`src/rtl/rs_dispatch_queue_pkg.sv`:
```
// rtl/rs_dispatch_queue_pkg.sv - shared class encodings, port indices and opcode constants
package rs_dispatch_queue_pkg;

    typedef enum logic [2:0] {
        CLS_ALU = 3'd0,
        CLS_MUL = 3'd1,
        CLS_DIV = 3'd2,
        CLS_LS  = 3'd3,
        CLS_BR  = 3'd4
    } cls_e;

    localparam int NUM_PORTS = 6;
    localparam int PORT_PASS = 0;
    localparam int PORT_ALU  = 1;
    localparam int PORT_MUL  = 2;
    localparam int PORT_DIV  = 3;
    localparam int PORT_LS   = 4;
    localparam int PORT_BR   = 5;

    localparam logic [6:0] OP_NONE   = 7'b0000000;
    localparam logic [6:0] OP_JAL    = 7'b1101111;
    localparam logic [6:0] OP_JALR   = 7'b1100111;
    localparam logic [6:0] OP_BRANCH = 7'b1100011;
    localparam logic [6:0] OP_LOAD   = 7'b0000011;
    localparam logic [6:0] OP_STORE  = 7'b0100011;
    localparam logic [6:0] OP_REG    = 7'b0110011;

    localparam logic [6:0] F7_MULDIV = 7'b0000001;
    localparam logic [2:0] F3_MUL    = 3'b000;
    localparam logic [2:0] F3_DIV    = 3'b100;
    localparam logic [2:0] F3_REM    = 3'b110;

    // ALU-class work goes to PASS only when both operands are already present
    function automatic logic [NUM_PORTS-1:0] port_onehot(cls_e cls, logic [1:0] ops, logic pass_en);
        logic [NUM_PORTS-1:0] v;
        v = '0;
        case (cls)
            CLS_BR:  v[PORT_BR]  = 1'b1;
            CLS_LS:  v[PORT_LS]  = 1'b1;
            CLS_MUL: v[PORT_MUL] = 1'b1;
            CLS_DIV: v[PORT_DIV] = 1'b1;
            default: begin
                if (pass_en && (ops == 2'b11)) v[PORT_PASS] = 1'b1;
                else                           v[PORT_ALU]  = 1'b1;
            end
        endcase
        return v;
    endfunction

endpackage

```
`src/rtl/rs_dispatch_queue_if.sv`:
```
// rtl/rs_dispatch_queue_if.sv - enqueue, wakeup and dispatch bundle with master/slave views
interface rs_dispatch_queue_if #(
    parameter int DEPTH = 4,
    parameter int PHY_W = 8,
    parameter int XLEN  = 32
);
    logic                       in_valid;
    logic                       in_ready;
    logic [6:0]                 in_opcode;
    logic [2:0]                 in_func3;
    logic [6:0]                 in_funct7;
    logic [XLEN-1:0]            in_pc;
    logic [XLEN-1:0]            in_immediate;
    logic [XLEN-1:0]            in_inst_num;
    logic [XLEN-1:0]            in_op1_data;
    logic [XLEN-1:0]            in_op2_data;
    logic [PHY_W-1:0]           in_rd_phy;
    logic [PHY_W-1:0]           in_op1_phy;
    logic [PHY_W-1:0]           in_op2_phy;
    logic [1:0]                 in_valid_ops;
    logic [9:0]                 in_ctrl;
    logic                       in_branch;
    logic                       in_taken;
    logic                       in_hit;

    logic                       cdb_valid;
    logic [PHY_W-1:0]           cdb_phy;
    logic [XLEN-1:0]            cdb_data;

    logic [5:0]                 out_valid;
    logic [5:0]                 out_ready;
    logic [6:0]                 out_opcode;
    logic [2:0]                 out_func3;
    logic [6:0]                 out_funct7;
    logic [XLEN-1:0]            out_pc;
    logic [XLEN-1:0]            out_immediate;
    logic [XLEN-1:0]            out_inst_num;
    logic [XLEN-1:0]            out_op1_data;
    logic [XLEN-1:0]            out_op2_data;
    logic [PHY_W-1:0]           out_rd_phy;
    logic [PHY_W-1:0]           out_op1_phy;
    logic [PHY_W-1:0]           out_op2_phy;
    logic [1:0]                 out_valid_ops;
    logic [9:0]                 out_ctrl;
    logic                       out_branch;
    logic                       out_taken;
    logic                       out_hit;

    logic [$clog2(DEPTH):0]     count;

    modport slave (
        input  in_valid, in_opcode, in_func3, in_funct7, in_pc, in_immediate, in_inst_num,
               in_op1_data, in_op2_data, in_rd_phy, in_op1_phy, in_op2_phy, in_valid_ops,
               in_ctrl, in_branch, in_taken, in_hit, cdb_valid, cdb_phy, cdb_data, out_ready,
        output in_ready, out_valid, out_opcode, out_func3, out_funct7, out_pc, out_immediate,
               out_inst_num, out_op1_data, out_op2_data, out_rd_phy, out_op1_phy, out_op2_phy,
               out_valid_ops, out_ctrl, out_branch, out_taken, out_hit, count
    );

    modport master (
        output in_valid, in_opcode, in_func3, in_funct7, in_pc, in_immediate, in_inst_num,
               in_op1_data, in_op2_data, in_rd_phy, in_op1_phy, in_op2_phy, in_valid_ops,
               in_ctrl, in_branch, in_taken, in_hit, cdb_valid, cdb_phy, cdb_data, out_ready,
        input  in_ready, out_valid, out_opcode, out_func3, out_funct7, out_pc, out_immediate,
               out_inst_num, out_op1_data, out_op2_data, out_rd_phy, out_op1_phy, out_op2_phy,
               out_valid_ops, out_ctrl, out_branch, out_taken, out_hit, count
    );

endinterface

```
`src/rtl/rs_dispatch_queue_classify.sv`:
```
// rtl/rs_dispatch_queue_classify.sv - combinational decode of an instruction into its issue class
module dispatch_classify
    import rs_dispatch_queue_pkg::*;
(
    input  logic [6:0] opcode_i,
    input  logic [2:0] func3_i,
    input  logic [6:0] funct7_i,
    output cls_e       cls_o
);

    // Branch/jump and memory opcodes first; only M-extension MUL/DIV/REM leave the ALU class
    always_comb begin
        cls_o = CLS_ALU;
        if (opcode_i == OP_JAL || opcode_i == OP_JALR || opcode_i == OP_BRANCH) begin
            cls_o = CLS_BR;
        end else if (opcode_i == OP_LOAD || opcode_i == OP_STORE) begin
            cls_o = CLS_LS;
        end else if (opcode_i == OP_REG && funct7_i == F7_MULDIV) begin
            if (func3_i == F3_MUL)                          cls_o = CLS_MUL;
            else if (func3_i == F3_DIV || func3_i == F3_REM) cls_o = CLS_DIV;
        end
    end

endmodule

```
`src/rtl/rs_dispatch_queue.sv`:
```
// rtl/rs_dispatch_queue.sv - in-order reservation queue with CDB wakeup and one-hot port dispatch
module rs_dispatch_queue
    import rs_dispatch_queue_pkg::*;
#(
    parameter int DEPTH   = 4,
    parameter int PHY_W   = 8,
    parameter int XLEN    = 32,
    parameter int PASS_EN = 1
) (
    input  logic                clk,
    input  logic                reset,
    input  logic                flush,
    rs_dispatch_queue_if.slave  bus
);

    localparam int PTR_W = $clog2(DEPTH);
    localparam int CNT_W = PTR_W + 1;

    typedef struct packed {
        cls_e             cls;
        logic [6:0]       opcode;
        logic [2:0]       func3;
        logic [6:0]       funct7;
        logic [XLEN-1:0]  pc;
        logic [XLEN-1:0]  imm;
        logic [XLEN-1:0]  inst_num;
        logic [XLEN-1:0]  op1_data;
        logic [XLEN-1:0]  op2_data;
        logic [PHY_W-1:0] rd_phy;
        logic [PHY_W-1:0] op1_phy;
        logic [PHY_W-1:0] op2_phy;
        logic [1:0]       valid_ops;
        logic [9:0]       ctrl;
        logic             branch;
        logic             taken;
        logic             hit;
    } entry_t;

    entry_t            mem_q [DEPTH];
    logic [DEPTH-1:0]  vld_q;
    logic [PTR_W-1:0]  wr_ptr_q, wr_ptr_d;
    logic [PTR_W-1:0]  rd_ptr_q, rd_ptr_d;
    logic [CNT_W-1:0]  count_q, count_d;

    cls_e              in_cls;
    entry_t            in_entry;
    entry_t            head;
    logic              full, empty, enq, write, deq;
    logic [5:0]        port_sel;

    dispatch_classify u_classify (
        .opcode_i (bus.in_opcode),
        .func3_i  (bus.in_func3),
        .funct7_i (bus.in_funct7),
        .cls_o    (in_cls)
    );

    assign full  = (count_q == CNT_W'(DEPTH));
    assign empty = (count_q == '0);
    assign enq   = bus.in_valid && !full && !flush;
    // A zero opcode completes the handshake but never takes a slot
    assign write = enq && (bus.in_opcode != OP_NONE);
    assign head  = mem_q[rd_ptr_q];
    assign deq   = |(bus.out_valid & bus.out_ready);

    // Incoming entry, including a same-cycle CDB match on either source tag
    always_comb begin
        in_entry           = '0;
        in_entry.cls       = in_cls;
        in_entry.opcode    = bus.in_opcode;
        in_entry.func3     = bus.in_func3;
        in_entry.funct7    = bus.in_funct7;
        in_entry.pc        = bus.in_pc;
        in_entry.imm       = bus.in_immediate;
        in_entry.inst_num  = bus.in_inst_num;
        in_entry.op1_data  = bus.in_op1_data;
        in_entry.op2_data  = bus.in_op2_data;
        in_entry.rd_phy    = bus.in_rd_phy;
        in_entry.op1_phy   = bus.in_op1_phy;
        in_entry.op2_phy   = bus.in_op2_phy;
        in_entry.valid_ops = bus.in_valid_ops;
        in_entry.ctrl      = bus.in_ctrl;
        in_entry.branch    = bus.in_branch;
        in_entry.taken     = bus.in_taken;
        in_entry.hit       = bus.in_hit;
        if (bus.cdb_valid && bus.in_op1_phy == bus.cdb_phy) begin
            in_entry.valid_ops[1] = 1'b1;
            in_entry.op1_data     = bus.cdb_data;
        end
        if (bus.cdb_valid && bus.in_op2_phy == bus.cdb_phy) begin
            in_entry.valid_ops[0] = 1'b1;
            in_entry.op2_data     = bus.cdb_data;
        end
    end

    // Next pointers and occupancy; flush wins over any concurrent enqueue or dequeue
    always_comb begin
        wr_ptr_d = wr_ptr_q + PTR_W'(write);
        rd_ptr_d = rd_ptr_q + PTR_W'(deq);
        count_d  = count_q + CNT_W'(write) - CNT_W'(deq);
        if (flush) begin
            wr_ptr_d = '0;
            rd_ptr_d = '0;
            count_d  = '0;
        end
    end

    // Control state: pointers, occupancy and per-entry valid bits
    always_ff @(posedge clk) begin
        if (reset) begin
            wr_ptr_q <= '0;
            rd_ptr_q <= '0;
            count_q  <= '0;
            vld_q    <= '0;
        end else begin
            wr_ptr_q <= wr_ptr_d;
            rd_ptr_q <= rd_ptr_d;
            count_q  <= count_d;
            if (flush) begin
                vld_q <= '0;
            end else begin
                if (deq)   vld_q[rd_ptr_q] <= 1'b0;
                if (write) vld_q[wr_ptr_q] <= 1'b1;
            end
        end
    end

    // Entry payload: CDB wakeup of resident entries, then capture of the new entry
    always_ff @(posedge clk) begin
        for (int i = 0; i < DEPTH; i++) begin
            if (vld_q[i] && bus.cdb_valid) begin
                if (mem_q[i].op1_phy == bus.cdb_phy) begin
                    mem_q[i].valid_ops[1] <= 1'b1;
                    mem_q[i].op1_data     <= bus.cdb_data;
                end
                if (mem_q[i].op2_phy == bus.cdb_phy) begin
                    mem_q[i].valid_ops[0] <= 1'b1;
                    mem_q[i].op2_data     <= bus.cdb_data;
                end
            end
        end
        if (write && !reset) mem_q[wr_ptr_q] <= in_entry;
    end

    // Port choice for the head, derived purely from registered entry state
    always_comb begin
        port_sel = '0;
        if (!empty) port_sel = port_onehot(head.cls, head.valid_ops, PASS_EN != 0);
    end

    assign bus.in_ready      = !full;
    assign bus.count         = count_q;
    assign bus.out_valid     = port_sel;
    assign bus.out_opcode    = empty ? '0 : head.opcode;
    assign bus.out_func3     = empty ? '0 : head.func3;
    assign bus.out_funct7    = empty ? '0 : head.funct7;
    assign bus.out_pc        = empty ? '0 : head.pc;
    assign bus.out_immediate = empty ? '0 : head.imm;
    assign bus.out_inst_num  = empty ? '0 : head.inst_num;
    assign bus.out_op1_data  = empty ? '0 : head.op1_data;
    assign bus.out_op2_data  = empty ? '0 : head.op2_data;
    assign bus.out_rd_phy    = empty ? '0 : head.rd_phy;
    assign bus.out_op1_phy   = empty ? '0 : head.op1_phy;
    assign bus.out_op2_phy   = empty ? '0 : head.op2_phy;
    assign bus.out_valid_ops = empty ? '0 : head.valid_ops;
    assign bus.out_ctrl      = empty ? '0 : head.ctrl;
    assign bus.out_branch    = empty ? 1'b0 : head.branch;
    assign bus.out_taken     = empty ? 1'b0 : head.taken;
    assign bus.out_hit       = empty ? 1'b0 : head.hit;

endmodule

```
`src/flat_wrapper.sv`:
```
// flat-port wrapper written by rule: the top's interface ports become plain ports
module rs_dispatch_queue_flat import rs_dispatch_queue_pkg::*;
#(
    parameter int DEPTH   = 4,
    parameter int PHY_W   = 8,
    parameter int XLEN    = 32,
    parameter int PASS_EN = 1
)
  (clk, reset, flush, bus_in_valid, bus_in_opcode, bus_in_func3, bus_in_funct7, bus_in_pc, bus_in_immediate, bus_in_inst_num, bus_in_op1_data, bus_in_op2_data, bus_in_rd_phy, bus_in_op1_phy, bus_in_op2_phy, bus_in_valid_ops, bus_in_ctrl, bus_in_branch, bus_in_taken, bus_in_hit, bus_cdb_valid, bus_cdb_phy, bus_cdb_data, bus_out_ready, bus_in_ready, bus_out_valid, bus_out_opcode, bus_out_func3, bus_out_funct7, bus_out_pc, bus_out_immediate, bus_out_inst_num, bus_out_op1_data, bus_out_op2_data, bus_out_rd_phy, bus_out_op1_phy, bus_out_op2_phy, bus_out_valid_ops, bus_out_ctrl, bus_out_branch, bus_out_taken, bus_out_hit, bus_count);
  rs_dispatch_queue_if #(.DEPTH(DEPTH), .PHY_W(PHY_W), .XLEN(XLEN)) bus_i ();
  input  logic clk;
  input  logic reset;
  input  logic flush;
  input wire logic [$bits(bus_i.in_valid)-1:0] bus_in_valid;
  input wire logic [$bits(bus_i.in_opcode)-1:0] bus_in_opcode;
  input wire logic [$bits(bus_i.in_func3)-1:0] bus_in_func3;
  input wire logic [$bits(bus_i.in_funct7)-1:0] bus_in_funct7;
  input wire logic [$bits(bus_i.in_pc)-1:0] bus_in_pc;
  input wire logic [$bits(bus_i.in_immediate)-1:0] bus_in_immediate;
  input wire logic [$bits(bus_i.in_inst_num)-1:0] bus_in_inst_num;
  input wire logic [$bits(bus_i.in_op1_data)-1:0] bus_in_op1_data;
  input wire logic [$bits(bus_i.in_op2_data)-1:0] bus_in_op2_data;
  input wire logic [$bits(bus_i.in_rd_phy)-1:0] bus_in_rd_phy;
  input wire logic [$bits(bus_i.in_op1_phy)-1:0] bus_in_op1_phy;
  input wire logic [$bits(bus_i.in_op2_phy)-1:0] bus_in_op2_phy;
  input wire logic [$bits(bus_i.in_valid_ops)-1:0] bus_in_valid_ops;
  input wire logic [$bits(bus_i.in_ctrl)-1:0] bus_in_ctrl;
  input wire logic [$bits(bus_i.in_branch)-1:0] bus_in_branch;
  input wire logic [$bits(bus_i.in_taken)-1:0] bus_in_taken;
  input wire logic [$bits(bus_i.in_hit)-1:0] bus_in_hit;
  input wire logic [$bits(bus_i.cdb_valid)-1:0] bus_cdb_valid;
  input wire logic [$bits(bus_i.cdb_phy)-1:0] bus_cdb_phy;
  input wire logic [$bits(bus_i.cdb_data)-1:0] bus_cdb_data;
  input wire logic [$bits(bus_i.out_ready)-1:0] bus_out_ready;
  output wire logic [$bits(bus_i.in_ready)-1:0] bus_in_ready;
  output wire logic [$bits(bus_i.out_valid)-1:0] bus_out_valid;
  output wire logic [$bits(bus_i.out_opcode)-1:0] bus_out_opcode;
  output wire logic [$bits(bus_i.out_func3)-1:0] bus_out_func3;
  output wire logic [$bits(bus_i.out_funct7)-1:0] bus_out_funct7;
  output wire logic [$bits(bus_i.out_pc)-1:0] bus_out_pc;
  output wire logic [$bits(bus_i.out_immediate)-1:0] bus_out_immediate;
  output wire logic [$bits(bus_i.out_inst_num)-1:0] bus_out_inst_num;
  output wire logic [$bits(bus_i.out_op1_data)-1:0] bus_out_op1_data;
  output wire logic [$bits(bus_i.out_op2_data)-1:0] bus_out_op2_data;
  output wire logic [$bits(bus_i.out_rd_phy)-1:0] bus_out_rd_phy;
  output wire logic [$bits(bus_i.out_op1_phy)-1:0] bus_out_op1_phy;
  output wire logic [$bits(bus_i.out_op2_phy)-1:0] bus_out_op2_phy;
  output wire logic [$bits(bus_i.out_valid_ops)-1:0] bus_out_valid_ops;
  output wire logic [$bits(bus_i.out_ctrl)-1:0] bus_out_ctrl;
  output wire logic [$bits(bus_i.out_branch)-1:0] bus_out_branch;
  output wire logic [$bits(bus_i.out_taken)-1:0] bus_out_taken;
  output wire logic [$bits(bus_i.out_hit)-1:0] bus_out_hit;
  output wire logic [$bits(bus_i.count)-1:0] bus_count;
  assign bus_i.in_valid = bus_in_valid;
  assign bus_i.in_opcode = bus_in_opcode;
  assign bus_i.in_func3 = bus_in_func3;
  assign bus_i.in_funct7 = bus_in_funct7;
  assign bus_i.in_pc = bus_in_pc;
  assign bus_i.in_immediate = bus_in_immediate;
  assign bus_i.in_inst_num = bus_in_inst_num;
  assign bus_i.in_op1_data = bus_in_op1_data;
  assign bus_i.in_op2_data = bus_in_op2_data;
  assign bus_i.in_rd_phy = bus_in_rd_phy;
  assign bus_i.in_op1_phy = bus_in_op1_phy;
  assign bus_i.in_op2_phy = bus_in_op2_phy;
  assign bus_i.in_valid_ops = bus_in_valid_ops;
  assign bus_i.in_ctrl = bus_in_ctrl;
  assign bus_i.in_branch = bus_in_branch;
  assign bus_i.in_taken = bus_in_taken;
  assign bus_i.in_hit = bus_in_hit;
  assign bus_i.cdb_valid = bus_cdb_valid;
  assign bus_i.cdb_phy = bus_cdb_phy;
  assign bus_i.cdb_data = bus_cdb_data;
  assign bus_i.out_ready = bus_out_ready;
  assign bus_in_ready = bus_i.in_ready;
  assign bus_out_valid = bus_i.out_valid;
  assign bus_out_opcode = bus_i.out_opcode;
  assign bus_out_func3 = bus_i.out_func3;
  assign bus_out_funct7 = bus_i.out_funct7;
  assign bus_out_pc = bus_i.out_pc;
  assign bus_out_immediate = bus_i.out_immediate;
  assign bus_out_inst_num = bus_i.out_inst_num;
  assign bus_out_op1_data = bus_i.out_op1_data;
  assign bus_out_op2_data = bus_i.out_op2_data;
  assign bus_out_rd_phy = bus_i.out_rd_phy;
  assign bus_out_op1_phy = bus_i.out_op1_phy;
  assign bus_out_op2_phy = bus_i.out_op2_phy;
  assign bus_out_valid_ops = bus_i.out_valid_ops;
  assign bus_out_ctrl = bus_i.out_ctrl;
  assign bus_out_branch = bus_i.out_branch;
  assign bus_out_taken = bus_i.out_taken;
  assign bus_out_hit = bus_i.out_hit;
  assign bus_count = bus_i.count;
  rs_dispatch_queue #(.DEPTH(DEPTH), .PHY_W(PHY_W), .XLEN(XLEN), .PASS_EN(PASS_EN)) u_core (.clk(clk), .reset(reset), .flush(flush), .bus(bus_i));
endmodule
```
`config.mk`:
```
export PLATFORM = sky130hd
export DESIGN_NAME = rs_dispatch_queue_flat
export DESIGN_NICKNAME = d
export VERILOG_FILES = /design/src/rtl/rs_dispatch_queue_pkg.sv /design/src/rtl/rs_dispatch_queue_if.sv /design/src/rtl/rs_dispatch_queue_classify.sv /design/src/rtl/rs_dispatch_queue.sv /design/src/flat_wrapper.sv
export SDC_FILE = /design/constraint.sdc
export NUM_CORES = 1
export LEC_CHECK = 0
export ABC_AREA = 1
export CAP_MARGIN = 20
export CELL_PAD_IN_SITES_DETAIL_PLACEMENT = 0
export CELL_PAD_IN_SITES_GLOBAL_PLACEMENT = 1
export CORE_UTILIZATION = 47
export CTS_BUF_LIST = sky130_fd_sc_hd__clkbuf_2
export DETAILED_ROUTE_END_ITERATION = 7
export PLACE_DENSITY_LB_ADDON = 0.1
export SETUP_SLACK_MARGIN = 0.5
export SKIP_LAST_GASP = 1
export SYNTH_ARGS = -nofsm -noshare
export SYNTH_HDL_FRONTEND = slang
export SYNTH_SLANG_ARGS = --single-unit
```
`constraint.sdc`:
```
create_clock -name clk -period 6.5 [get_ports clk]
set_clock_uncertainty 0.1 [all_clocks]
set_input_delay 1.3 -clock clk [delete_from_list [all_inputs] [get_ports clk]]
set_output_delay 1.3 -clock clk [all_outputs]
set_load 0.02 [all_outputs]
```
==> results of run 1 <==
==> cell families after synthesis <==
logic type | synth area share (%)
AOI/OAI and AO/OA | 16.50
xor gates and xnor gates | 0.8447
adders and majority gates | 0.1931
buffers and inverters | 3.361
DFF | 72.87
muxes | 1.069
and+or+nand+nor | 5.161
==> placed cells by master (no fill, tap or decap), drive strengths merged, types with 2 or more instances in the layout <==
cell,synthesis,layout
xor2,25,25
ha,4,4
edfxtp,868,868
a22oi,400,400
o21ai,307,307
a221oi,14,14
nand3,36,36
clkinv,0,48
nand2,280,280
nor2,68,68
a211oi,3,3
nor4,13,13
mux2i,32,32
o22ai,7,7
nand3b,2,2
dfxtp,19,19
o22a,5,5
o2111ai,2,2
nand4,16,16
clkinvlp,0,4
a21oi,207,207
diode,0,9
clkbuf,117,306
nor3,10,10
o211ai,2,2
clkdlybuf4s50,0,492
inv,111,117
buf,64,52
a31oi,3,3
xnor2,10,10
or2,14,14
==> power groups by stage <==
stage / sequential (mW) / combinational, mW / clock, mW
final: 6.38 / 1.90 / 3.48
after global routing: 6.39 / 2.01 / 3.86
after CTS: 6.38 / 1.90 / 3.59
after detailed placement: 6.51 / 1.89 / 0
after global placement: 6.51 / 1.88 / 0
after floorplan: 6.51 / 0.884 / 0
==> per-layer routing <==
| layer | vias up | track usage [%] | routed length (um) |
|---|---|---|---|
| met5 | - | 0 | 151 |
| met4 | 24 | 8.547 | 2331 |
| met3 | 175 | 7.114 | 9273 |
| met2 | 1126 | 43.25 | 51930 |
| met1 | 12580 | 34.97 | 43830 |
| li1 | 11530 | - | - |
==> Yosys cell counts (8+ instances only) <==
| library cell | instances |
|---|---|
| edfxtp_1 | 868 |
| nor3_1 | 10 |
| o21ai_0 | 105 |
| mux2i_2 | 18 |
| inv_1 | 101 |
| xnor2_1 | 10 |
| inv_2 | 10 |
| or2_2 | 13 |
| nand3_1 | 34 |
| nand4_1 | 15 |
| a221oi_1 | 14 |
| a22oi_1 | 400 |
| buf_2 | 30 |
| xor2_1 | 25 |
| nor2_1 | 60 |
| buf_1 | 19 |
| dfxtp_1 | 19 |
| mux2i_1 | 14 |
| nand2_1 | 279 |
| a21oi_1 | 206 |
| nor4_1 | 13 |
| clkbuf_1 | 117 |
| buf_6 | 8 |
| o21ai_2 | 27 |
| o21ai_1 | 175 |
==> registers in the layout, summed over array words and instances, names as in the netlist <==
register and count:
u_core.vld_q 4, u_core.wr_ptr_q 2, u_core.bus.count 3, u_core.mem_q 876, u_core.rd_ptr_q 2
==> path summary, 6_finish.rpt <==
| check | startpoint | end | slack [ps] |
|---|---|---|---|
| worst max-delay path | u_core.rd_ptr_q[1]$_SDFF_PP0_ | bus_out_immediate[26] | 740 |
| worst min-delay path | bus_in_pc[21] | u_core.mem_q[1][188]$_DFFE_PP_ | 370 |
| worst max register to register | u_core.bus.count[1]$_SDFF_PP0_ | u_core.mem_q[0][173]$_DFFE_PP_ | 2390 |
| worst min register to register | u_core.mem_q[3][13]$_DFF_P_ | u_core.mem_q[3][13]$_DFF_P_ | 390 |
==> layout make-up <==
class / instances / area, um2
timing repair inverter: 2 / 17.52
inverter: 111 / 471.7
multi-input combinational: 1464 / 8706
tap: 1030 / 1289
fill: 6315 / 31840
sequential: 887 / 26450
clock buffer: 306 / 1531
clock inverter: 57 / 289.0
antenna: 9 / 22.52
timing repair buffer: 544 / 5585
==> timing repair <==
item	4_1_cts	5_1_grt
pin swaps	0	1
endpoints found under the setup margin	214	14
gates cloned	0	2
resized for setup	8	2
buffers inserted	0	4
==> metrics by stage <==
step,power [mW],cells
finish,11.76,4410
global route,12.26,4410
CTS,11.87,4395
detailed placement,8.406,4032
global placement,8.388,4024
floorplan,7.396,2643
==> flow_summary.ini, run 1 <==
[grt]
grt_overflow = 0
grt_max_degree = 115
grtUsageTotal_pct = 26.68
grt_pass1_vias = 25360
grt_pass1_wl_mm = 155.2
antenna_found_initial = 18

[power]
p_seq_share_pct = 54.2
ir_worst_vdd_mv = 0.1643
combPwrFrac_pct = 16.1
switching_share_pct = 28.71
internal-power_mw = 8.386
power_density_nw_per_um2 = 265.2
switchingPower_mw = 3.378
clockPowerShare_pct = 29.6
power.leakage_nw = 15.09

[finish]
drive_gt1_share_pct = 14.21
nets = 3498
final_util_pct = 58.21
synthToLayoutAreaGrowth_pct = 22.23
fin_area_um2 = 44360

[sta]
rsz0062_at_grt = false
hold_violations = 0
finalCritPeriodShare_pct = 88.55
holdWs_ps = 368.1
drv_slew = 0
relSlewSlack_pct = 31.46
fin_ws_ps = 744.5
fmax_ghz = 0.1737
setup_violations = 0
worstMarginPinSlew_ps = 1028
finalSetupTns_ps = 0
fin_crit_ps = 5756

[cts]
cts_made_buffers = 216
cts_tree = done
cts_hold_buffers = 0
clock-sinks = 887
clk_path_buf_depth = 3
clk_latency_ps = 1440
clk_pin_slew_worst_paths_ps = 100
cts-root-buf = clkbuf_2
htreeDepth = 4

[floorplanning]
die_x_um = 279.9
start_util_pct = 47.62
row_count = 101
die_h_um = 279.9
ios = 493
fp.coreArea_um2 = 76200
dieArea_um2 = 78330

[synthesis]
synth-edff-count = 868
ys_top_cells_by_area = edfxtp_1, a22oi_1, nand2_1
synth_cell_type_count = 45
synthCells = 2643
ys_seq_area_share_pct = 72.87
syn_nets = 2915
synthArstFlopShare_pct = 0
synth.cell_area_um2 = 36290
yosysTopAreaCellShare_pct = 71.82
ys_ff_latch = 887
ys.flop_type = edfxtp_1
synth_top_area_cell = edfxtp_1
yosysWarnings = 0
syn_avg_cell_area_um2 = 13.73

[worst_setup_path]
worst-path-max-fanout = 74
slowest_stage = clkdlybuf4s50_1
crit_chain = nand2_2 > inv_12 > buf_12 > a22oi_1 > a21oi_1 > clkdlybuf4s50_1
setup.worst_path.class = reg2out
critical_path_depth = 6
start_kind = flip-flop
crit_buf_inv = 3
required_ps = 5100
arrival_ps = 4360
slowest_delay_ps = 680
path_delay_family = buffers and inverters
cp-end-kind = output pin
reg2regPathDepth = 11

[placed_design]
place_area_um2 = 42420
dp_hpwl_mm = 64.12
pre_cts_ws_ps = 1139
gp_congestion = 0.8232
portBuffers = 492

[status]
status = complete, no violations

[route]
vias = 25430
drc = 0
vias_per_cell = 5.766
dr.pass1.iters = 7
routed_wl_mm = 107.5
drt-initial-drc-count = 2119
wl_per_cell_um = 24.38
postRouteAntennaNets = 0

[flow_run]
cap_violations = 0

[min_path]
min_path_type = in2reg
min_path_cells = 1
Power figures use the tool's default switching activity.
==> run 2: changes to the inputs <==
--- a/config.mk
+++ b/config.mk
@@ -6,7 +6,6 @@
 export NUM_CORES = 1
 export LEC_CHECK = 0
 export ABC_AREA = 1
-export CAP_MARGIN = 20
 export CELL_PAD_IN_SITES_DETAIL_PLACEMENT = 0
 export CELL_PAD_IN_SITES_GLOBAL_PLACEMENT = 1
 export CORE_UTILIZATION = 47
@@ -18,3 +17,4 @@
 export SYNTH_ARGS = -nofsm -noshare
 export SYNTH_HDL_FRONTEND = slang
 export SYNTH_SLANG_ARGS = --single-unit
+export TNS_END_PERCENT = 100
==> run 2 against run 1 <==
Sequential share of layout area hardly changed. Non-clock buffer count is 9 lower. Routed wire length is 0.23% higher. Largest power group unchanged.
==> flow_summary.ini, run 2 (synthesis results as in run 1) <==
[status]
status = complete, no violations

[cts]
cts_tree = done
cts-root-buf = clkbuf_2
cts_made_buffers = 222
clk_path_buf_depth = 3
clk_latency_ps = 1490
clk_pin_slew_worst_paths_ps = 110
clock-sinks = 887
htreeDepth = 4

[finish]
synthToLayoutAreaGrowth_pct = 22.23
nets = 3495
final_common_cell = edfxtp_1
top_register = u_core.mem_q
drive_gt1_share_pct = 14.38
final_cell_mix = edfxtp_1, clkdlybuf4s50_1, a22oi_1, clkbuf_2, nand2_1
largest_register_ffs = 876

[worst_setup_path]
worst-path-max-fanout = 74
slowest_stage = clkdlybuf4s50_1
r2r-start = u_core.bus.count[1]$_SDFF_PP0_
arrival_ps = 4370
cp-end-kind = output pin
reg2regPathDepth = 11
start_kind = flip-flop
required_ps = 5100
worstSetupStartpoint = u_core.rd_ptr_q[1]$_SDFF_PP0_
critical_path_depth = 6
path_delay_family = buffers and inverters
crit_chain = nand2_2 > inv_16 > buf_12 > a22oi_1 > a21oi_1 > clkdlybuf4s50_1
crit_buf_inv = 3
slowest_delay_ps = 710
setup.worst_path.class = reg2out

[sta]
relSlewSlack_pct = 17.84
setup_violations = 0
finalCritPeriodShare_pct = 88.75
worstMarginPinSlew_ps = 1228
hold_violations = 0
fmax_ghz = 0.1733
fin_ws_ps = 731.3
rsz0062_at_grt = true
fin_crit_ps = 5769
finalSetupTns_ps = 0
drv_slew = 0

[route]
drt-initial-drc-count = 1993
vias = 25480
wl_per_cell_um = 24.35
postRouteAntennaNets = 0
vias_per_cell = 5.758
routed_wl_mm = 107.8
dr.pass1.iters = 6
drc = 0

[placed_design]
dp_hpwl_mm = 62.86
portBuffers = 492
gp_congestion = 0.8232
pre_cts_ws_ps = 1176

[grt]
grt_overflow = 0
grt_pass1_vias = 25640
antenna_found_initial = 19
grt_pass1_wl_mm = 156.6
grtUsageTotal_pct = 26.90
grt_max_degree = 115

[floorplanning]
start_util_pct = 47.62
die_x_um = 279.9
dieArea_um2 = 78330
row_count = 101
ios = 493
fp.coreArea_um2 = 76200
die_h_um = 279.9

[power]
power.leakage_nw = 15.14
ir_worst_vdd_mv = 0.1785
power_density_nw_per_um2 = 270.6

[min_path]
hold_path_startpoint = bus_in_inst_num[11]
min_path_type = in2reg
min_path_cells = 1

[flow_run]
cap_violations = 0
-- run 2: path summary, 6_finish.rpt --
path                            slack (ps)                             end
worst max-delay path                   730            bus_out_op2_data[11]
worst min-delay path                   340  u_core.mem_q[3][114]$_DFFE_PP_
worst max register to register        2420  u_core.mem_q[0][155]$_DFFE_PP_
worst min register to register         380     u_core.mem_q[0][14]$_DFF_P_
-- run 2: area by class of cell --
class | count | area (um2)
clock inverters | 64 | 364.1
multi-input cells | 1464 | 8706
repair inverters | 2 | 17.52
inverters | 111 | 475.5
flip-flops and latches | 887 | 26450
repair buffers | 535 | 5418
well taps | 1030 | 1289
diodes | 9 | 22.52
fillers | 6325 | 31840
clock buffers | 324 | 1622
-- run 2: per-stage QoR --
| step | hold WS (ps) | power (mW) | util (%) | area [um2] | instances |
|---|---|---|---|---|---|
| 4_1_cts | 143.8 | 12.10 | 58.15 | 44310 | 4415 |
| 6_report | 335.5 | 12.00 | 58.21 | 44360 | 4426 |
| 3_3_place_gp | 363.2 | 8.388 | 55.45 | 42260 | 4024 |
| 3_5_place_dp | 365.1 | 8.404 | 55.45 | 42260 | 4024 |
| 2_1_floorplan | 333.8 | 7.396 | - | 36290 | 2643 |
| 5_1_grt | 148.2 | 12.49 | 58.21 | 44360 | 4424 |
-- run 2: worst reg2reg max path: cells and delay by family (launching register included) --
family                 cells  cell delay (ps)
AND/OR/NAND/NOR            7             1400
flip-flops                 1              520
buffers and inverters      4             1660
-- run 2: per-layer routing --
layer / vias to the layer above / part of all wire (%) / GRT usage (%)
li1: 11530 / - / -
met1: 12680 / 41 / 35.34
met2: 1054 / 48 / 43.21
met3: 188 / 8.1 / 7.356
met4: 26 / 2.2 / 8.981
met5: - / 0.16 / 0
-- run 2: what timing repair did --
| item | in CTS | in global routing |
|---|---|---|
| gates cloned | 0 | 2 |
| hold buffers | 0 | 0 |
| resized for setup | 9 | 2 |
| endpoints found under the setup margin | 214 | 10 |
| setup buffers | 3 | 0 |
| pin swaps | 1 | 0 |
-- run 2: report_power, final --
group / internal [mW] / leakage (nW) / switching [mW] / total [mW]
combinational: 0.749 / 5.62 / 1.15 / 1.90
sequential: 6.35 / 8.00 / 0.0286 / 6.38
clock: 1.44 / 1.52 / 2.28 / 3.72
==> run 3: changes to the inputs <==
--- a/config.mk
+++ b/config.mk
@@ -7,13 +7,14 @@
 export LEC_CHECK = 0
 export ABC_AREA = 1
 export CELL_PAD_IN_SITES_DETAIL_PLACEMENT = 0
-export CELL_PAD_IN_SITES_GLOBAL_PLACEMENT = 1
-export CORE_UTILIZATION = 47
+export CELL_PAD_IN_SITES_GLOBAL_PLACEMENT = 2
+export CORE_UTILIZATION = 40
 export CTS_BUF_LIST = sky130_fd_sc_hd__clkbuf_2
 export DETAILED_ROUTE_END_ITERATION = 7
 export PLACE_DENSITY_LB_ADDON = 0.1
 export SETUP_SLACK_MARGIN = 0.5
 export SKIP_LAST_GASP = 1
+export SLEW_MARGIN = 15
 export SYNTH_ARGS = -nofsm -noshare
 export SYNTH_HDL_FRONTEND = slang
 export SYNTH_SLANG_ARGS = --single-unit
==> run 3 against run 2 <==
Die area is 17% higher. Worst hold slack worse by 29 ps. Count of clock-buffer cells in the layout is 4 lower. First-iteration DRC count is 17% lower. Combinational power hardly changed. Final cell count is 3.5% higher. Global-route usage is 2.9 points lower. Via count is 1.1% lower. Cell area is 0.63% higher. Clock power hardly changed. Critical path type unchanged. Highest routed layer unchanged.
==> flow_summary.ini, run 3 (synthesis results as in run 1) <==
[status]
status = complete, no violations

[cts]
cts_resized = 15
cts-root-buf = clkbuf_2
clk_path_buf_depth = 3
htreeDepth = 4
post_cts_buffers = 0
cts_hold_buffers = 0
cts_tree = done
clk_latency_ps = 1530
clock-sinks = 887
cts_made_buffers = 223
clk_pin_slew_worst_paths_ps = 110

[floorplanning]
start_util_pct = 40.38
row_count = 110
fp.coreArea_um2 = 89870
ios = 493
dieArea_um2 = 91940
die_x_um = 303.2
die_h_um = 303.2

[flow_run]
cap_violations = 0

[grt]
grt_pass1_vias = 25370
grtUsageTotal_pct = 23.99
antenna_found_initial = 16
grt_overflow = 0
grt_pass1_wl_mm = 161.2
grt_max_degree = 138

[sta]
finalSetupTns_ps = 0
hold_violations = 0
worstMarginPinSlew_ps = 1160
fin_ws_ps = 760.4
setup_violations = 0
drv_slew = 0
relSlewSlack_pct = 22.69
fmax_ghz = 0.1742
rsz0062_at_grt = false
fin_crit_ps = 5740
finalCritPeriodShare_pct = 88.30

[worst_setup_path]
start_kind = flip-flop
slowest_delay_ps = 680
setup.worst_path.class = reg2out
worst-path-max-fanout = 137
crit_chain = inv_2 > nor2_4 > buf_12 > a22oi_1 > a21oi_1 > clkdlybuf4s50_1
reg2regPathDepth = 11
arrival_ps = 4340
required_ps = 5100
slowest_stage = clkdlybuf4s50_1
cp-end-kind = output pin

[route]
dr.pass1.iters = 5
routed_wl_mm = 111.6
drc = 0
vias_per_cell = 5.503
drt-initial-drc-count = 1664
wl_per_cell_um = 24.36
vias = 25210
postRouteAntennaNets = 0

[finish]
synthToLayoutAreaGrowth_pct = 23.00
final_common_cell = edfxtp_1
top_register = u_core.mem_q
final.fill_count = 7905
drive_gt1_share_pct = 14.57
largest_register_ffs = 876
multi_input_area_um2 = 8711
final_util_pct = 49.67
final_cell_mix = edfxtp_1, clkdlybuf4s50_1, a22oi_1, clkbuf_2, nand2_1
seq_area_um2 = 26450
nets = 3502
fin_cells = 4581

[min_path]
min_path_cells = 1
min_path_type = in2reg

[power]
power_density_nw_per_um2 = 269.8
power.leakage_nw = 15.19
ir_worst_vdd_mv = 0.1611

[placed_design]
dp_cells = 4179
pre_cts_ws_ps = 1299
gp_congestion = 0.7777
portBuffers = 492
dp_hpwl_mm = 66.04
-- run 3: final cells by class --
cell class | instances | area share [%]
sequential | 887 | 59.25
multi-input combinational | 1464 | 19.51
timing repair buffer | 541 | 12.25
clock buffer | 320 | 3.588
tap | 1176 | 3.296
inverter | 111 | 1.065
clock inverter | 72 | 0.9446
antenna | 8 | 0.04485
timing repair inverter | 2 | 0.03924
-- run 3: worst paths after layout --
kind	start	to	slack, ps
min	bus_in_pc[16]	u_core.mem_q[0][183]$_DFFE_PP_	310
max	u_core.rd_ptr_q[1]$_SDFF_PP0_	bus_out_op2_data[13]	760
max reg2reg	u_core.bus.count[1]$_SDFF_PP0_	u_core.mem_q[2][184]$_DFFE_PP_	2720
min reg2reg	u_core.mem_q[0][14]$_DFF_P_	u_core.mem_q[0][14]$_DFF_P_	370
-- run 3: per-stage QoR --
stage          instance area [um2]  hold WS (ps)  power, mW
6_report                     44640         306.9      12.05
3_3_place_gp                 42500         349.2      8.420
3_5_place_dp                 42520         353.0      8.431
4_1_cts                      44620         53.86      12.22
2_1_floorplan                36290         333.8      7.396
5_1_grt                      44640         140.3      12.59
-- run 3: power by group --
| group | total [mW] | switching (mW) | internal (mW) |
|---|---|---|---|
| combinational | 1.91 | 1.16 | 0.756 |
| clock | 3.75 | 2.26 | 1.49 |
| sequential | 6.38 | 0.0278 | 6.35 |
-- run 3: critical path, delay by kind of cell (launching register included) --
| family | cells | cell delay [ps] |
|---|---|---|
| simple gates | 1 | 180 |
| compound gates | 2 | 560 |
| buf+inv | 3 | 1430 |
| flops | 1 | 540 |
-- run 3: metal layers --
| metal | vias up | GRT usage, % | share of wire (%) | routed length, um |
|---|---|---|---|---|
| met1 | 12530 | 29.62 | 40 | 45150 |
| li1 | 11560 | - | - | - |
| met2 | 916 | 40.03 | 50 | 55240 |
| met3 | 184 | 6.854 | 7.5 | 8318 |
| met5 | - | 0 | 0.11 | 126 |
| met4 | 18 | 8.758 | 2.5 | 2751 |
==> RTL edit 1, RTL diff (flow settings as in run 1) <==
`PASS_EN` is set to 1 in 2 places; all go to 0.
--- a/src/rtl/rs_dispatch_queue.sv
+++ b/src/rtl/rs_dispatch_queue.sv
@@ -5,7 +5,7 @@
     parameter int DEPTH   = 4,
     parameter int PHY_W   = 8,
     parameter int XLEN    = 32,
-    parameter int PASS_EN = 1
+    parameter int PASS_EN = 0
 ) (
     input  logic                clk,
     input  logic                reset,
--- a/src/flat_wrapper.sv
+++ b/src/flat_wrapper.sv
@@ -4,7 +4,7 @@
     parameter int DEPTH   = 4,
     parameter int PHY_W   = 8,
     parameter int XLEN    = 32,
-    parameter int PASS_EN = 1
+    parameter int PASS_EN = 0
 )
   (clk, reset, flush, bus_in_valid, bus_in_opcode, bus_in_func3, bus_in_funct7, bus_in_pc, bus_in_immediate, bus_in_inst_num, bus_in_op1_data, bus_in_op2_data, bus_in_rd_phy, bus_in_op1_phy, bus_in_op2_phy, bus_in_valid_ops, bus_in_ctrl, bus_in_branch, bus_in_taken, bus_in_hit, bus_cdb_valid, bus_cdb_phy, bus_cdb_data, bus_out_ready, bus_in_ready, bus_out_valid, bus_out_opcode, bus_out_func3, bus_out_funct7, bus_out_pc, bus_out_immediate, bus_out_inst_num, bus_out_op1_data, bus_out_op2_data, bus_out_rd_phy, bus_out_op1_phy, bus_out_op2_phy, bus_out_valid_ops, bus_out_ctrl, bus_out_branch, bus_out_taken, bus_out_hit, bus_count);
   rs_dispatch_queue_if #(.DEPTH(DEPTH), .PHY_W(PHY_W), .XLEN(XLEN)) bus_i ();
Function: not settled (the Yosys comparison gave no result); the edit may change what the design does.
==> RTL edit 1 against run 1 <==
- synthesized area rose by 0.42%
- worst setup slack improved by 70 ps
- design area barely moved
- total power fell by 1.9%
- routed wire length fell by 2.3%
- sequential share of layout area barely moved
- synthesized cell count rose by 2.3%
- core utilization fell by 0.091 points
- first-iteration DRC count fell by 5.8%
- sequential cell count did not move
==> RTL edit 1: results (changes against run 1) <==
metric;value;unit;change
status;finished clean;;
DP Area;42280;um2;-0.32%
final setup violation count;0;;unchanged
nets;3548;;+1.4%
post-layout min period;5685;ps;-70.33 ps
maximum single-stage delay on the critical path;650;ps;-30 ps
final hold slack;390.5;ps;+22.43 ps
Leak Pwr;0.01523;uW;+0.98%
pwr dens;260.2;nW/um2;-1.9%
TritonRoute pass-1 iters;6;;-1
Primary FF master, synth;edfxtp_1;;
RR Endpoint;u_core.mem_q[1][98]$_DFFE_PP_;;
peak supply drop;198.2;uV;+21%
initial antenna violation count;21;;+3
Wirelength per Cell;23.45;um;-3.8%
Reg with most FFs;u_core.mem_q;;
worst reg2reg path depth;13;;+2
I/O Buffers;490;;-0.41%
final RePlAce weighted congestion;0.8075;;-1.9%
CTS Buf Count;218;;+0.93%
Ys Warns;0;;unchanged
Clock Tree Root;clkbuf_2;;
clock network power share;31.6;%;+2.0 points
vias per inst;5.650;;-2.0%
Post-Syn Instances;2704;;+2.3%
R2R setup slack;2390;ps;about the same
Worst Hold Path EP;u_core.mem_q[2][131]$_DFFE_PP_;;
Compound-Gate Fraction of Synth Area;17.02;%;+0.52 points
layout cells sized above 1;13.93;%;-0.28 points
Setup WS pre-CTS;984.1;ps;-154.8 ps
Max FO, Critical Path;39;;-47%
Worst Hold Launch;bus_in_inst_num[28];;
Least-Margin Pin Slew;1139;ps;+110.7 ps
worst skew pair latency;1380;ps;-60 ps
Synth Area in Adders;0.1923;%;-0.00082 points
largest cells by area after synthesis;edfxtp_1, a22oi_1, nand2_1;;
commonest cells in the netlist;edfxtp_1, a22oi_1, nand2_1;;
mux contribution to synthesized area;0;%;-1.1 points
first-pass GRT wire length;154000;um;-0.76%
max FFs per register;876;;unchanged
register area share after synthesis;72.56;%;-0.31 points
Yosys cell types;47;;+4.4%
initial detailed-routing violation count;1997;;-5.8%
P_comb;1520;uW;-20%
WP data arrival;4290;ps;-70 ps
Syn Nets;2976;;+2.1%
pin count of the biggest net entering global routing;145;;+26%
Detail Placement HPWL;60130;um;-6.2%
placed insts;4084;;+1.3%
Final Non-Filler Cells;4482;;+1.6%
Setup crit end;bus_out_pc[7];;
[RTL edit 1: per-layer routing]
layer / part of all wire [%] / global-route usage (%) / wire length [um] / vias up
met5: 0.19 / 0 / 195 / -
met4: 1.9 / 8.281 / 1970 / 32
met3: 8.6 / 8.377 / 9068 / 174
met2: 50 / 44.14 / 52220 / 1023
met1: 40 / 32.49 / 41640 / 12390
li1: - / - / - / 11700
[RTL edit 1: area by class of cell]
type / count / area [um2]
Clock inverter: 87 / 471.7
Multi-Input combinational cell: 1494 / 8663
Clock buffer: 304 / 1521
Timing Repair Buffer: 532 / 5336
Antenna cell: 5 / 12.51
Sequential cell: 887 / 26450
Fill cell: 6240 / 31970
Inverter: 141 / 604.3
Tap cell: 1030 / 1289
Timing Repair inverter: 2 / 17.52
[RTL edit 1: repair_timing]
action                                  CTS  global route
cloned                                    2             0
endpoints found under the hold margin     0             0
gates resized for setup                  11             3
endpoints found under the setup margin  203            36
==> RTL edit 2, RTL diff (flow settings as in run 1) <==
Made on the original files. Make the reset (`reset`) asynchronous in one clocked block.
--- a/src/rtl/rs_dispatch_queue.sv
+++ b/src/rtl/rs_dispatch_queue.sv
@@ -106,7 +106,7 @@
     end
 
     // Control state: pointers, occupancy and per-entry valid bits
-    always_ff @(posedge clk) begin
+    always_ff @(posedge clk or posedge reset) begin
         if (reset) begin
             wr_ptr_q <= '0;
             rd_ptr_q <= '0;
Check against the original RTL: not settled (the Yosys comparison gave no result); the edit may change what the design does.
==> RTL edit 2 against run 1 <==
- synthesized area is 0.35% lower
- non-clock buffer count is 1 higher
- sequential cell count stayed put
- design area is 0.35% lower
- cell count is 0.73% lower
- worst setup slack worse by 82 ps
- first-iteration DRC count is 4.2% lower
- routed wire length is 2.3% lower
- die area is 0.35% lower
- critical path type unchanged
- critical endpoint is now bus_out_opcode[6]
Power is not compared: it rests on default switching activity, and its combinational part moved more than twofold at a synthesized area within 25%.
==> RTL edit 2: results (changes against run 1) <==
metric;value;unit;change
status;finished clean;;
Detail Placement HPWL;63140;um;-1.5%
final setup violation count;0;;unchanged
Max FO, Critical Path;22;;-70%
Compound-Gate Fraction of Synth Area;16.40;%;-0.097 points
largest cells by area after synthesis;edfxtp_1, a22oi_1, a21oi_1;;
slowest CP cell;clkdlybuf4s50_1;;
Synth Area in Adders;0.1938;%;+0.00068 points
Clk pin slew, worst setup/hold paths;110;ps;
length of routed met3 wiring;8323;um;-10%
RR Endpoint;u_core.bus.count[2]$_DFF_PP0_;;
maximum single-stage delay on the critical path;840;ps;+160 ps
ys async rst share;1.240;%;+1.2 points
CTS Buf Count;214;;-0.93%
first-pass GRT wire length;153200;um;-1.3%
routing usage on met3;6.497;%;-0.62 points
CTS Buffer Depth;3;;unchanged
R2R setup slack;2600;ps;+210 ps
nets;3466;;-0.91%
Leak Pwr;0.01512;uW;
Yosys cell types;48;;+6.7%
commonest cells in the netlist;edfxtp_1, a22oi_1, nand2_1;;
worst reg2reg path depth;18;;+7
H-tree depth;4;;unchanged
Clock Tree Root;clkbuf_2;;
peak supply drop;270.0;uV;
initial detailed-routing violation count;2030;;-4.2%
TritonRoute pass-1 iters;6;;-1
Total Routing Usage GR;26.33;%;-0.34 points
DP Area;42260;um2;-0.37%
vias in the first global route;24830;;-2.1%
WP data arrival;4440;ps;+80 ps
pin count of the biggest net entering global routing;94;;-18%
vias per inst;5.760;;about the same
register area share after synthesis;73.28;%;+0.41 points
wl on met1;42780;um;-2.4%
initial antenna violation count;13;;-5
Syn Nets;2881;;-1.2%
Rel. slew slack;39.24;%;+7.8 points
Reg2Reg Launch Point;u_core.rd_ptr_q[0]$_DFF_PP0_;;
metal2 WL;51210;um;-1.4%
grt met1 use;34.67;%;-0.30 points
post-synthesis xor/xnor area fraction;1.017;%;+0.17 points
worst skew pair latency;1360;ps;-80 ps
HP Class;input pin to asynchronous set/reset pin;;
GR Util met2;42.49;%;-0.77 points
layout cells sized above 1;13.40;%;-0.81 points
mux contribution to synthesized area;0.9065;%;-0.16 points
Routed Wire Length;105100;um;-2.3%
final RePlAce weighted congestion;0.8596;;+4.4%
-- RTL edit 2: cell types whose count changed after synthesis, moves of 7 or more --
| cell | change |
|---|---|
| buf_1 | -9 |
| buf_2 | +15 |
| dfrtp_1 | +11 |
| dfxtp_1 | -11 |
| inv_1 | -15 |
| mux2i_1 | +16 |
| mux2i_2 | -16 |
| nand3_1 | -7 |
| nor2_1 | -10 |
| o21ai_0 | +81 |
| o21ai_1 | -83 |
| o21ai_2 | -7 |
-- RTL edit 2: area by class of cell --
cell class	count	area, um2
Timing Repair inverter	1	8.758
Antenna cell	12	30.03
Inverter	96	410.4
Clock inverter	62	354.1
Tap cell	1030	1289
Clock buffer	296	1481
Sequential cell	887	26510
Timing Repair Buffer	545	5530
Fill cell	6287	31870
Multi-Input combinational cell	1449	8593
-- RTL edit 2: logic make-up after synthesis --
kind of cell             count (synthesis)
XOR/XNOR                                42
buffers and inverters                  275
flip-flops                             887
adder cells (fa/ha/maj)                  5
AND/OR/NAND/NOR                        418
multiplexers                            32
AO/OA/AOI/OAI                          950
-- RTL edit 2: report_power, final --
group          total, uW  internal, uW  switching, uW
logic               4910          1890           3020
registers           6510          6440           76.3
clock network       3490          1330           2160
-- RTL edit 2: worst max path at each step --
stage | from | endpoint | slack, ps | cells past startpoint
finish | u_core.rd_ptr_q[0]$_DFF_PP0_ | bus_out_opcode[6] | 660 | 5
global placement | flush | u_core.mem_q[0][147]$_DFFE_PP_ | 1560 | 7
CTS | u_core.rd_ptr_q[1]$_DFF_PP0_ | bus_out_opcode[6] | 380 | 5
global route | u_core.rd_ptr_q[1]$_DFF_PP0_ | bus_out_immediate[11] | 510 | 7
detailed placement | flush | u_core.mem_q[0][172]$_DFFE_PP_ | 1510 | 7
floorplan | bus_in_valid | u_core.mem_q[0][0]$_DFFE_PP_ | 800 | 8
-- RTL edit 2: worst max-delay path: cells and delay by family, from the launching register on --
family,cells,cell delay (ps)
and+or+nand+nor,1,550
buffers and inverters,2,1240
DFF,1,630
AOI/OAI and AO/OA,2,600
-- RTL edit 2: per-stage QoR --
step / cells / power, uW / worst slack [ps] / hold WS (ps)
3_5_place_dp: 4002 / 11530 / 1511 / 368.5
5_1_grt: 4372 / 15560 / 506.9 / 170.9
3_3_place_gp: 4002 / 11500 / 1562 / 369.6
4_1_cts: 4365 / 15030 / 379.9 / 102.8
6_report: 4378 / 14910 / 662.9 / 252.2
2_1_floorplan: 2609 / 9063 / 801.9 / 342.7
-- RTL edit 2: repair_timing --
| item | CTS | global route |
|---|---|---|
| endpoints found under the setup margin | 182 | 158 |
| setup buffers | 3 | 0 |
| resized for setup | 6 | 4 |
| hold buffers | 0 | 0 |
| hold endpoints to repair | 0 | 0 |
| pin swaps | 1 | 1 |
| gates cloned | 2 | 1 |
